<file path="src/rtl/mem_bus_arbiter.sv">
// Two-master arbiter and SETUP/ACCESS/DONE sequencer for the shared ROM/RAM bus.
// Optional loader bus lock: define MEM_BUS_ARBITER_LOCK_EN to add the m1_lock input.
`timescale 1ns/1ps

module mem_bus_arbiter #(
    parameter int AW          = 13,
    parameter int DW          = 8,
    parameter int WAIT_CYCLES = 2,
    parameter int FIXED_PRI   = 0
) (
    input  logic          clk,
    input  logic          rst,
    input  logic          m0_req,
    input  logic          m0_we,
    input  logic [AW-1:0] m0_addr,
    input  logic [DW-1:0] m0_wdata,
    output logic          m0_ack,
    output logic [DW-1:0] m0_rdata,
    input  logic          m1_req,
    input  logic          m1_we,
    input  logic [AW-1:0] m1_addr,
    input  logic [DW-1:0] m1_wdata,
    output logic          m1_ack,
    output logic [DW-1:0] m1_rdata,
`ifdef MEM_BUS_ARBITER_LOCK_EN
    input  logic          m1_lock,
`endif
    output logic [AW-1:0] addr,
    output logic          rd,
    output logic          wr,
    output logic [DW-1:0] bus_dout,
    output logic          bus_oe,
    input  logic [DW-1:0] bus_din,
    output logic          owner
);

    // A zero wait count still needs one strobe cycle on the bus.
    localparam logic [3:0] WAIT_EFF_C = (WAIT_CYCLES < 1)  ? 4'd1 :
                                        (WAIT_CYCLES > 15) ? 4'd15 : 4'(WAIT_CYCLES);
    localparam logic [1:0] PRI_C = 2'(FIXED_PRI);

    typedef enum logic [1:0] {
        ST_IDLE   = 2'd0,
        ST_SETUP  = 2'd1,
        ST_ACCESS = 2'd2,
        ST_DONE   = 2'd3
    } state_t;

    state_t          state_r;
    state_t          state_s;
    logic [3:0]      cnt_r;
    logic [3:0]      cnt_s;
    logic            req0_r;
    logic            req1_r;
    logic            we_r;
    logic            lock_s;
    logic            elig0_s;
    logic            elig1_s;
    logic            grant_s;
    logic            grant_valid_s;
    logic            sel_we_s;
    logic [AW-1:0]   sel_addr_s;
    logic [DW-1:0]   sel_wdata_s;
    logic            we_next_s;
    logic            last_access_s;

    // Arbitration on registered requests and selection of the winner's transaction fields.
    always_comb begin
        lock_s        = 1'b0;
        elig0_s       = 1'b0;
        elig1_s       = 1'b0;
        grant_s       = 1'b0;
        grant_valid_s = 1'b0;
`ifdef MEM_BUS_ARBITER_LOCK_EN
        // The lock only holds once the loader already owns the bus.
        lock_s = owner & m1_lock;
`else
        lock_s = 1'b0;
`endif
        elig0_s       = req0_r & ~lock_s;
        elig1_s       = req1_r;
        grant_valid_s = elig0_s | elig1_s;
        if (elig0_s && elig1_s) begin
            if (PRI_C == 2'd1) begin
                grant_s = 1'b0;
            end else if (PRI_C == 2'd2) begin
                grant_s = 1'b1;
            end else begin
                grant_s = ~owner;
            end
        end else begin
            grant_s = elig1_s;
        end
        sel_we_s    = grant_s ? m1_we    : m0_we;
        sel_addr_s  = grant_s ? m1_addr  : m0_addr;
        sel_wdata_s = grant_s ? m1_wdata : m0_wdata;
        we_next_s   = (state_r == ST_IDLE) ? sel_we_s : we_r;
    end

    // Next-state and wait-counter logic for the bus sequencer.
    always_comb begin
        state_s       = state_r;
        cnt_s         = cnt_r;
        last_access_s = 1'b0;
        case (state_r)
            ST_IDLE: begin
                if (grant_valid_s) begin
                    state_s = ST_SETUP;
                end else begin
                    state_s = ST_IDLE;
                end
            end
            ST_SETUP: begin
                state_s = ST_ACCESS;
                cnt_s   = 4'd1;
            end
            ST_ACCESS: begin
                if (cnt_r >= WAIT_EFF_C) begin
                    state_s       = ST_DONE;
                    cnt_s         = 4'd0;
                    last_access_s = 1'b1;
                end else begin
                    cnt_s = cnt_r + 4'd1;
                end
            end
            ST_DONE: begin
                state_s = ST_IDLE;
            end
            default: begin
                state_s = ST_IDLE;
                cnt_s   = 4'd0;
            end
        endcase
    end

    // State register plus registered bus strobes, grant latch, acks and read data.
    always_ff @(posedge clk) begin
        if (rst) begin
            state_r  <= ST_IDLE;
            cnt_r    <= 4'd0;
            req0_r   <= 1'b0;
            req1_r   <= 1'b0;
            we_r     <= 1'b0;
            owner    <= 1'b1;
            addr     <= '0;
            bus_dout <= '0;
            rd       <= 1'b0;
            wr       <= 1'b0;
            bus_oe   <= 1'b0;
            m0_ack   <= 1'b0;
            m1_ack   <= 1'b0;
            m0_rdata <= '0;
            m1_rdata <= '0;
        end else begin
            state_r <= state_s;
            cnt_r   <= cnt_s;
            req0_r  <= m0_req;
            req1_r  <= m1_req;
            if ((state_r == ST_IDLE) && grant_valid_s) begin
                owner    <= grant_s;
                we_r     <= sel_we_s;
                addr     <= sel_addr_s;
                bus_dout <= sel_wdata_s;
            end
            // Strobes are derived from the next state so they line up with it.
            rd     <= (state_s == ST_ACCESS) & ~we_next_s;
            wr     <= (state_s == ST_ACCESS) & we_next_s;
            bus_oe <= ((state_s == ST_SETUP) || (state_s == ST_ACCESS)) & we_next_s;
            m0_ack <= last_access_s & ~owner;
            m1_ack <= last_access_s & owner;
            if (last_access_s && !we_r && !owner) begin
                m0_rdata <= bus_din;
            end
            if (last_access_s && !we_r && owner) begin
                m1_rdata <= bus_din;
            end
        end
    end

endmodule

</file>
<file path="config.mk">
export PLATFORM = sky130hd
export DESIGN_NAME = mem_bus_arbiter
export DESIGN_NICKNAME = d
export VERILOG_FILES = /design/src/rtl/mem_bus_arbiter.sv
export SDC_FILE = /design/constraint.sdc
export NUM_CORES = 1
export LEC_CHECK = 0
export CAP_MARGIN = 0
export CORE_AREA = 2 2 79 81
export CTS_BUF_LIST = sky130_fd_sc_hd__clkbuf_4 sky130_fd_sc_hd__clkbuf_8
export CTS_CLUSTER_DIAMETER = 40
export CTS_CLUSTER_SIZE = 20
export DETAILED_ROUTE_END_ITERATION = 10
export DIE_AREA = 0 0 81 83
export PLACE_DENSITY = 0.77
export SLEW_MARGIN = 20
export SYNTH_ARGS = -nofsm -noshare
export SYNTH_HDL_FRONTEND = slang
export SYNTH_SLANG_ARGS = --single-unit
export TNS_END_PERCENT = 1
</file>
<file path="constraint.sdc">
create_clock -name clk -period 1.6 [get_ports clk]
set_input_delay 0.24 -clock clk [delete_from_list [all_inputs] [get_ports clk]]
set_output_delay 0.24 -clock clk [all_outputs]
set_load 0.1 [all_outputs]
</file>
==> metrics.md, run 1 <==
| Metric | Value |
|---|---|
| Status | finished clean |
| Fin util | between 60% and 70% |
| Leakage | about 1.6 nW |
| Largest family of logic cells by synthesized area | simple AND/OR/NAND/NOR gates |
| CP max stage delay | about 0.35 ns |
| Synthesis-to-layout area growth | 81.8% |
| Ys async rst share | 0% |
| Switching share of power | approximately 44% |
| Mapped Area | approximately 2200 um2 |
| Switch Pwr | between 2 and 3 mW |
| TritonCTS Buffers | 5 |
| Final Instance Area | approximately 4000 um2 |
| IO Pins | between 90 and 100 |
| # port buffers | 98 |
| Die Y-Extent | 83 um |
| Sequential-to-total area share from yosys stat | 46.6% |
| Hold crit path type | primary input to flip-flop |
| Fin. Hold Viols | 0 |
| Vias in the first global route | a little over 2k |
| Final setup TNS | 0 ns |
| Final WS setup | around 0.0039 ns |
| NumNets Final | just over 400 |
| WL/cell | around 14 um |
| Compound-Gate Fraction of Synth Area | between 10 and 15% |
| Synth warnings | 0 |
| Clock Power Share | about 15% |
| Worst setup SP type | flip-flop |
| Die Span X | 81 um |
| Detail Route Antenna Nets | 0 |
| DR iter-0 viols | 72 |
| Most common flop cell mapped by yosys | dfxtp_1 |
| Top cells by area, synth | dfxtp_1 47%, a311oi_1 9.0%, nand2_1 7.7% |
| Part of the power in registers | 29.2% |
| Post-CTS Hold Fix Bufs | 0 |
| Simple-gate portion of the synthesized area | between 20% and 30% |
| Clock Sinks | 52 |
| Finish-stage setup viols | 0 |
| Multiplexer share of the synthesized area | just over 7% |
| Placement Setup Slack | -0.101 ns |
| Final-layout fill cell count | about 460 |
| Clk pin slew, worst setup/hold paths | 0.09 ns |
| Post-Syn Instances | around 250 |
| Remaining Overflow, GRT | 0 |
| Xor and xnor area share after synthesis | 0% |
| Worst clock skew | between 0.004 and 0.005 ns |
| Placed cell area | about 3800 um2 |
| Slew @ Worst Pin | between 0.6 and 0.7 ns |
| Placer Congestion | about 0.77 |
| Cell taking the most area after synthesis | dfxtp_1 |
| Slew Viols, Final | 0 |
| GRT Overall Usage | between 15 and 20% |
| Post-synth EDFFs | 0 |
| Total core area | between 5000 and 6000 um2 |
| Syn_nets | approximately 310 |
| CP Cell Sequence | inv_1, ha_4, nor3b_1, a211o_1, ha_1, nor4_2 |
| Internal Pwr Total | between 3 and 4 mW |
| Avg Cell Area, Syn | slightly above 9 um2 |
| Worst Path Arrival | between 1.5 and 2 ns |
| Cell area power density | between 1000 and 1500 nW/um2 |
| TritonRoute pass-1 iters | 4 |
| Post-synth top area share | 46.6% |
| RSZ-0062 raised after global routing | yes |
| Worst VDD drop | about 0.0009 V |
| Initial antenna violation count | 0 |
| DRC Markers | 0 |
| First-pass GRT wire length | 9.80 mm |
| Vias per cell | roughly 4.9 |
| Post-route minimum period | between 1.5 and 2 ns |
| Post-Route WL | about 6.1 mm |
| Root buffer cell | clkbuf_8 |
| WHS | ~0.44 ns |
| Crit-path max FO | 3 |
| #FFs+latches synth | between 50 and 60 |
| Maximum Capacitance Violations | 0 |
| Headroom to the max-slew limit | 59.5% |
| # rows | 28 |
| Clk_lat worst skew | 0.30 ns |
| Die ar. | between 6000 and 7000 um2 |
| Initial Util | 38.4% |
| Pin count of the biggest net entering global routing | 39 |
| Final period utilization | 99.8% |
| Antenna cells | 0 |
| Adder-Cell Fraction of Synth Area | about 3.4% |
| CTS max path bufs | 2 |
| CTS tree | built |
| Gate power share | roughly 56% |
| Peak Freq | about 630 MHz |
| WS Path Type | flip-flop to flip-flop |
| Fraction of layout cells with a size suffix above 1 | 25.9% |
| Vias | 2,103 |
| Critical-path top delay cell | dfxtp_2 |
| H-tree levels | 2 |
| Netlist cell types | 30 |
| Hpwl dp | 4.31 mm |
| Worst Path Required | approximately 1.8 ns |
| Setup crit end kind | flip-flop |
layer usage:
metal  track usage, %  share of wire (%)
met1             21.3                 41
met2             32.9                 52
met3             5.54                6.6
met4             4.16               0.63
met5                0                  0
worst max-delay path, delay by kind of cell (launching register included):
| kind | cells | cell delay (ns) |
|---|---|---|
| AND/OR/NAND/NOR | 2 | 0.36 |
| buffers and inverters | 1 | 0.07 |
| AO/OA/AOI/OAI | 1 | 0.26 |
| adder cells (fa/ha/maj) | 2 | 0.48 |
| flip-flops | 1 | 0.35 |
synthesized netlist by cell type, drive strengths merged (2+ instances only):
master,number
a21oi,3
a311oi,23
buf,9
clkbuf,8
dfxtp,52
ha,6
inv,4
mux2i,16
nand2,46
nand2b,27
nor2,27
nor2b,3
nor3,3
nor3b,3
nor4,2
path summary, 6_finish.rpt:
kind / startpoint / slack, ns / endpoint / depth (start not counted)
min: rst / 0.44 / elig0_s / 2
max reg2reg: state_r[1] / 0.004 / bus_oe / 6
min reg2reg: m0_rdata[3] / 0.51 / m0_rdata[3] / 2
max: state_r[1] / 0.004 / bus_oe / 6
power by group through the flow:
stage	combinational, mW	clock [mW]	sequential [mW]
floorplan	0.742	0	2.83
global placement	2.96	0	1.74
detailed placement	3.01	0	1.75
CTS	3.23	0.928	1.73
global route	3.48	0.963	1.76
finish	3.32	0.889	1.74
what timing repair did:
action / in CTS / in global routing
gates resized for setup: 14 / 5
setup buffers: 2 / 1
setup endpoints to repair: 4 / 24
cloned: 1 / 0
pin swaps: 2 / 2
layout make-up:
| type | count | area, um2 | share of cell area (%) |
|---|---|---|---|
| timing repair buffer | 116 | 1600 | 39.5 |
| multi-input combinational | 172 | 1190 | 29.3 |
| clock buffer | 5 | 68.8 | 1.69 |
| inverter | 4 | 17.5 | 0.431 |
| clock inverter | 3 | 41.3 | 1.02 |
| tap | 75 | 93.8 | 2.31 |
| sequential | 52 | 1050 | 25.8 |
cells in the final DEF, fill, tap and decap left out, types with 2 or more instances in the layout:
cell,synthesis,layout
clkdlybuf4s50_1,0,54
dfxtp_2,0,3
inv_4,0,2
inv_1,4,3
a21oi_1,3,3
buf_12,0,46
buf_4,0,14
ha_4,0,3
mux2i_1,16,16
nor2b_1,3,3
nand2b_1,27,27
ha_1,6,2
nand2_1,46,46
nor3b_1,3,3
nor2_1,27,27
a311oi_2,0,2
dfxtp_1,52,48
a311oi_1,23,21
clkbuf_8,0,5
nor3_1,2,2
through the flow:
stage | cells | power [mW]
3_3_place_gp | 415 | 4.71
2_1_floorplan | 245 | 3.57
3_5_place_dp | 415 | 4.76
6_report | 427 | 5.95
4_1_cts | 426 | 5.89
5_1_grt | 427 | 6.21
registers in the layout, indices dropped and copies added (netlist names):
name	count
m0_rdata	8
m0_ack	1
rd	1
state_r	2
owner	1
bus_dout	8
we_r	1
elig1_s	1
cnt_r	4
m1_rdata	8
wr	1
elig0_s	1
bus_oe	1
m1_ack	1
addr	13
cell families (layout without fill, tap and decap cells):
logic type	after synthesis	after routing
compound gates	34	34
fa+ha+maj	6	6
flops	52	52
buf+inv	21	128
simple gates	116	116
mux	16	16
No activity file was read; power rests on OpenSTA's default activity.
==> inputs of run 2 (changes only) <==
Settings changed: CTS_BUF_LIST sky130_fd_sc_hd__clkbuf_4 sky130_fd_sc_hd__clkbuf_8 to sky130_fd_sc_hd__clkbuf_8, SLEW_MARGIN 20 to 10, TNS_END_PERCENT 1 to 50.
==> run 2 against run 1 <==
Compared with the run above:
- sequential share of layout area hardly changed
- global-route usage is the same
- cell count increased by 0.23%
- combinational power about the same
- clock-buffer cell count did not move
- clock power rose by 0.4%
- worst setup slack improved by 0.0058 ns
- non-clock buffer count up 1
- sequential power about the same
- fmax grew 0.37%
- clock skew is 0.0011 ns lower
- critical endpoint unchanged
==> metrics.md, run 2 (synthesis results as in run 1) <==
| Metric | Value |
|---|---|
| CTS tree | built |
| Total power | 5.99 mW (+0.71%) |
| Vias | 2,114 (+0.52%) |
| Finish-stage setup viols | 0 (unchanged) |
| Vias per cell | 4.94 (+0.29%) |
| Slew Viols, Final | 0 (unchanged) |
| CTS max path bufs | 2 (unchanged) |
| R2R cell count | 6 (unchanged) |
| Fin. Hold Viols | 0 (unchanged) |
| Final period utilization | 99.4% (-0.37 points) |
| Fin util | 70.0% (+0.13 points) |
| Root buffer cell | clkbuf_8 |
| Pin count of the biggest net entering global routing | 39 (unchanged) |
| Largest Register | addr |
| Maximum Capacitance Violations | 0 (unchanged) |
| First-pass GRT wire length | 9.80 mm (unchanged) |
| FF-to-FF End | bus_oe |
| Clk pin slew, worst setup/hold paths | 0.09 ns (about the same) |
| # port buffers | 98 (unchanged) |
| RSZ-0062 raised after global routing | yes |
| Initial Util | 38.4% (unchanged) |
| Synthesis-to-layout area growth | 82.1% |
| Slew @ Worst Pin | 0.620 ns (+0.0136 ns) |
| Die Span X | 81 um (unchanged) |
| Leakage | 1.63 nW (+0.30%) |
| # rows | 28 (unchanged) |
| Fraction of layout cells with a size suffix above 1 | 26.1% (+0.21 points) |
| Post-Route WL | 6.14 mm (+1.2%) |
| Post-CTS Hold Fix Bufs | 0 (unchanged) |
| Die Y-Extent | 83 um (unchanged) |
| WHS | 0.446 ns (+0.00316 ns) |
| H-tree levels | 2 (unchanged) |
| Worst r2r src | state_r[1] |
| Peak Freq | 629 MHz (+0.37%) |
| Post-route minimum period | 1.59 ns (-0.00585 ns) |
| Hpwl dp | 4.31 mm (unchanged) |
| Commonest non-fill, non-tap cell in the layout | clkdlybuf4s50_1 |
| TritonCTS Buffers | 5 (unchanged) |
| DR iter-0 viols | 68 (-5.6%) |
| Worst VDD drop | 0.000914 V (+0.26%) |
| HP Start | rst |
| Clk_lat worst skew | 0.30 ns (about the same) |
| TritonRoute pass-1 iters | 4 (unchanged) |
| Die ar. | 6720 um2 (unchanged) |
| IO Pins | 99 (unchanged) |
| Cell area power density | 1470 nW/um2 (+0.52%) |
| Antenna cells | 0 (unchanged) |
| Clock Sinks | 52 (unchanged) |
| Setup crit end kind | flip-flop |
| Worst Path Arrival | 1.81 ns (about the same) |
| Max reg flops | 13 (unchanged) |
| Status | finished clean |
| Detail Route Antenna Nets | 0 (unchanged) |
| Depth of the worst hold-timing path | 2 (unchanged) |
| GRT Overall Usage | 18.5% (unchanged) |
| Commonest cells after routing, fill and taps aside | 54 x clkdlybuf4s50_1, 48 x dfxtp_1, 46 x nand2_1, 46 x buf_12 |
| Vias in the first global route | 2,065 (unchanged) |
| Total core area | 5820 um2 (unchanged) |
| Initial antenna violation count | 0 (unchanged) |
| Worst clock skew | 0.00383 ns (-0.00111 ns) |
| Hold crit path type | primary input to flip-flop |
| Final setup TNS | 0 ns (unchanged) |
| Hold EP | elig0_s |
| NumNets Final | 414 (+0.24%) |
| Worst Path Required | 1.82 ns (about the same) |
| WS Path Type | flip-flop to flip-flop |
| Remaining Overflow, GRT | 0 (unchanged) |
| Headroom to the max-slew limit | 58.6% (-0.91 points) |
| Placer Congestion | 0.768 (unchanged) |
| Crit-path max FO | 3 (unchanged) |
| Worst setup SP type | flip-flop |
| DRC Markers | 0 (unchanged) |
| Reg-to-reg slack, setup | 0.01 ns (about the same) |
| WL/cell | 14.3 um (+0.93%) |
## run 2: cell types whose count changed in the layout (fill, tap and decap cells not counted), sizes merged
cell / before / now
buf: 61 / 62
## run 2: per-stage QoR
stage | area, um2 | instances | worst slack [ns]
floorplan | 2240 | 245 | -0.0178
global placement | 3810 | 415 | -0.0279
detailed placement | 3810 | 415 | -0.101
CTS | 4030 | 426 | -0.0126
global route | 4070 | 428 | -0.0666
finish | 4070 | 428 | 0.00976
## run 2: worst max-delay path by stage
stage / startpoint / end / depth (start not counted)
2_1_floorplan: cnt_r[1] / bus_oe / 5
3_3_place_gp: state_r[0] / bus_oe / 6
3_5_place_dp: state_r[0] / bus_oe / 6
4_1_cts: cnt_r[1] / bus_oe / 5
5_1_grt: state_r[1] / bus_oe / 6
6_report: state_r[1] / bus_oe / 6
## run 2: what timing repair did
action                                  4_1_cts  5_1_grt
gates cloned                                  1        0
endpoints found under the setup margin        4       24
pin swaps                                     2        5
buffers inserted                              2        2
resized for setup                            14        5
## run 2: layer usage
layer / vias to the layer above / global-route usage [%] / part of all wire [%]
met5: - / 0 / 0
met3: 6 / 5.54 / 6.7
li1: 1053 / - / -
met4: 0 / 4.16 / 0.83
met2: 77 / 32.9 / 52
met1: 978 / 21.3 / 41
## run 2: area by class of cell
| type | instances | area [um2] |
|---|---|---|
| Clock buffer | 5 | 68.8 |
| Clock inverter | 3 | 41.3 |
| Fill cell | 458 | 1750 |
| Inverter | 4 | 17.5 |
| Multi-Input combinational cell | 172 | 1190 |
| Sequential cell | 52 | 1050 |
| Tap cell | 75 | 93.8 |
| Timing Repair Buffer | 117 | 1610 |
## run 2: report_power, final
| group | leakage (nW) | switching [mW] | internal [mW] |
|---|---|---|---|
| sequential | 0.426 | 0.225 | 1.51 |
| combinational | 1.15 | 1.96 | 1.39 |
| clock | 0.0585 | 0.429 | 0.464 |
| total | 1.63 | 2.62 | 3.37 |
## run 2: critical path: stages (launching register included)
cell and delay (ns):
dfxtp_2 0.34, inv_1 0.07, ha_4 0.17, nor3b_1 0.13, a211o_1 0.26, ha_1 0.30, nor4_2 0.23
==> inputs of run 3 (changes only) <==
Settings changed: CELL_PAD_IN_SITES_DETAIL_PLACEMENT set to 1, CELL_PAD_IN_SITES_GLOBAL_PLACEMENT set to 2, CORE_AREA 2 2 79 81 to 2 2 100 102, DIE_AREA 0 0 81 83 to 0 0 102 104, PLACE_DENSITY 0.77 to unset, PLACE_DENSITY_LB_ADDON set to 0.1.
Clock period 1.6 ns to 1.65 ns, I/O delays scaled along.
==> run 3 against run 2 <==
Compared with the run above:
- total power fell by 8.9%
- final area fell by 0.89%
- sequential cell count did not move
- core utilization fell by 28 points
- worst setup slack improved by 0.065 ns
- clock-buffer cell count did not move
- cell count rose by 14%
- combinational power fell by 10%
- sequential share of layout area rose by 0.23 points
- global-route usage fell by 6.0 points
- wire length rose by 5.1%
- register-to-register slack improved by 0.06 ns
- critical path type unchanged
- largest cell class unchanged
==> metrics.md, run 3 (synthesis results as in run 1) <==
| Metric | Value |
|---|---|
| Initial antenna violation count | 0 (unchanged) |
| DR iter-0 viols | 25 (-63%) |
| Hpwl dp | 4.75 mm (+10%) |
| NumNets Final | 416 (+0.48%) |
| Hold EP | cnt_r[1] |
| Reg-to-reg slack, setup | 0.07 ns (+0.06 ns) |
| Max reg flops | 13 (unchanged) |
| IO Pins | 99 (unchanged) |
| R2R cell count | 7 (+1) |
| Finished Layout Cells | 488 (+14%) |
| Cell family with most CP delay | adder cells |
| Slew Viols, Final | 0 (unchanged) |
| CP max stage delay | 0.34 ns (about the same) |
| Die ar. | 10,600 um2 (+58%) |
| Finish-stage setup viols | 0 (unchanged) |
| Vias | 2,114 (unchanged) |
| Antenna cells | 0 (unchanged) |
| Internal Pwr Total | 2.96 mW (-12%) |
| Initial Util | 23.4% (-15 points) |
| Remaining Overflow, GRT | 0 (unchanged) |
| Clock Sinks | 52 (unchanged) |
| Hold crit path type | primary input to flip-flop |
| Worst clock skew | 0.00831 ns (+0.00448 ns) |
| Leakage | 1.59 nW (-2.6%) |
| TritonRoute pass-1 iters | 4 (unchanged) |
| GRT Overall Usage | 12.4% (-6.0 points) |
| Crit-path max FO | 3 (unchanged) |
| Worst r2r src | state_r[0] |
| CP Cell Sequence | inv_1, ha_1, nor3b_1, a211o_1, ha_1, nand2b_1, o21ba_2 |
| # port buffers | 98 (unchanged) |
| DRC Markers | 0 (unchanged) |
| Clk_lat worst skew | 0.31 ns (about the same) |
| Peak Freq | 635 MHz (+0.94%) |
| Part of the power in registers | 30.8% (+1.8 points) |
| Commonest cells after routing, fill and taps aside | 54 x clkdlybuf4s50_1, 48 x dfxtp_1, 46 x nand2_1 |
| Status | finished clean |
| # rows | 36 (+29%) |
| FF-to-FF End | rd |
| HP Start | rst |
| CTS tree | built |
| Slew @ Worst Pin | 0.483 ns (-0.137 ns) |
| Largest Register | addr |
| Worst Path Required | 1.86 ns (+0.04 ns) |
| Worst VDD drop | 0.000752 V (-18%) |
| Post-Route WL | 6.46 mm (+5.1%) |
| Die Y-Extent | 104 um (+25%) |
| Worst setup SP type | flip-flop |
| Critical-path top delay cell | dfxtp_2 |
| Worst Path Arrival | 1.79 ns (-0.02 ns) |
| Depth of the worst hold-timing path | 2 (unchanged) |
| Most used cell, CP | ha_1 |
| Clk pin slew, worst setup/hold paths | 0.10 ns (about the same) |
| Commonest non-fill, non-tap cell in the layout | clkdlybuf4s50_1 |
| Setup crit end kind | flip-flop |
| RSZ-0062 raised after global routing | yes |
| H-tree levels | 2 (unchanged) |
| Vias per cell | 4.33 (-12%) |
| Pin count of the biggest net entering global routing | 35 (-10%) |
| WHS | 0.399 ns (-0.0471 ns) |
| Fin. Hold Viols | 0 (unchanged) |
| CTS max path bufs | 2 (unchanged) |
| First-pass GRT wire length | 10.6 mm (+8.5%) |
| WL/cell | 13.2 um (-7.8%) |
| Synthesis-to-layout area growth | 80.5% |
| Root buffer cell | clkbuf_8 |
| Final-layout fill cell count | 1,081 (+140%) |
| Dpl cells | 475 (+14%) |
| TritonCTS Buffers | 5 (unchanged) |
| Final period utilization | 95.5% (-3.9 points) |
| Fraction of layout cells with a size suffix above 1 | 25.1% (-0.99 points) |
| Maximum Capacitance Violations | 0 (unchanged) |
| Switching share of power | 45.8% (+2.1 points) |
| Cell area power density | 1350 nW/um2 (-8.1%) |
| Headroom to the max-slew limit | 67.8% (+9.1 points) |
| Switch Pwr | 2.50 mW (-4.5%) |
| Vias in the first global route | 2,181 (+5.6%) |
| Post-route minimum period | 1.58 ns (-0.0147 ns) |
| WS Path Type | flip-flop to flip-flop |
| Total core area | 9550 um2 (+64%) |
| Die Span X | 102 um (+26%) |
| Clock Power Share | 14.2% (-0.7 points) |
| Placer Congestion | 0.722 (-6.0%) |
| Gate power share | 55.0% (-1.0 points) |
| WP buf/inv | 1 (unchanged) |
| Detail Route Antenna Nets | 0 (unchanged) |
## run 3: area by class of cell
cell class	count	area [um2]	area share (%)
inverter	4	15.0	0.372
clock buffer	5	68.8	1.71
timing repair buffer	119	1580	39.2
sequential	52	1050	26.0
clock inverter	3	23.8	0.589
multi-input combinational	172	1130	28.0
tap	133	166	4.13
## run 3: what timing repair did
action / CTS / global route
setup buffers: 1 / 4
pin swaps: 1 / 4
hold buffers: 0 / 0
gates resized for setup: 2 / 8
setup endpoints to repair: 9 / 32
## run 3: routing by layer
metal  wire length, um  up-vias  GRT usage, %  part of all wire [%]
met3               566        9          5.31                   8.8
met2              3010       71          20.9                    47
met5                 0        -             0                     0
li1                  -     1057             -                     -
met4                92        0          3.62                   1.4
met1              2790      977          14.2                    43
## run 3: worst max path at each step
stage               slack, ns          end       start  depth (start not counted)
floorplan                0.03       bus_oe    cnt_r[1]                          5
global placement        0.006       bus_oe  state_r[0]                          6
detailed placement      -0.04       bus_oe  state_r[0]                          6
CTS                      0.01  bus_dout[5]  state_r[0]                          6
global route            -0.02  bus_dout[5]  state_r[0]                          6
finish                   0.07           rd  state_r[0]                          7
## run 3: per-stage QoR
stage	setup slack (ns)	setup TNS, ns	cell area (um2)	total power, mW	utilization, %
floorplan	0.0322	0	2240	3.47	-
global placement	0.00615	0	3870	4.63	40.6
detailed placement	-0.0412	-0.0486	3870	4.67	40.6
CTS	0.0112	0	3980	5.47	41.6
global route	-0.0173	-0.0504	4030	5.74	42.2
finish	0.0745	0	4030	5.46	42.2
## run 3: power by group through the flow
| stage | clock [mW] | combinational [mW] | sequential, mW |
|---|---|---|---|
| after floorplan | 0 | 0.719 | 2.75 |
| after global placement | 0 | 2.94 | 1.69 |
| after detailed placement | 0 | 2.97 | 1.70 |
| after CTS | 0.815 | 2.98 | 1.68 |
| after global routing | 0.851 | 3.18 | 1.72 |
| final | 0.773 | 3.00 | 1.68 |
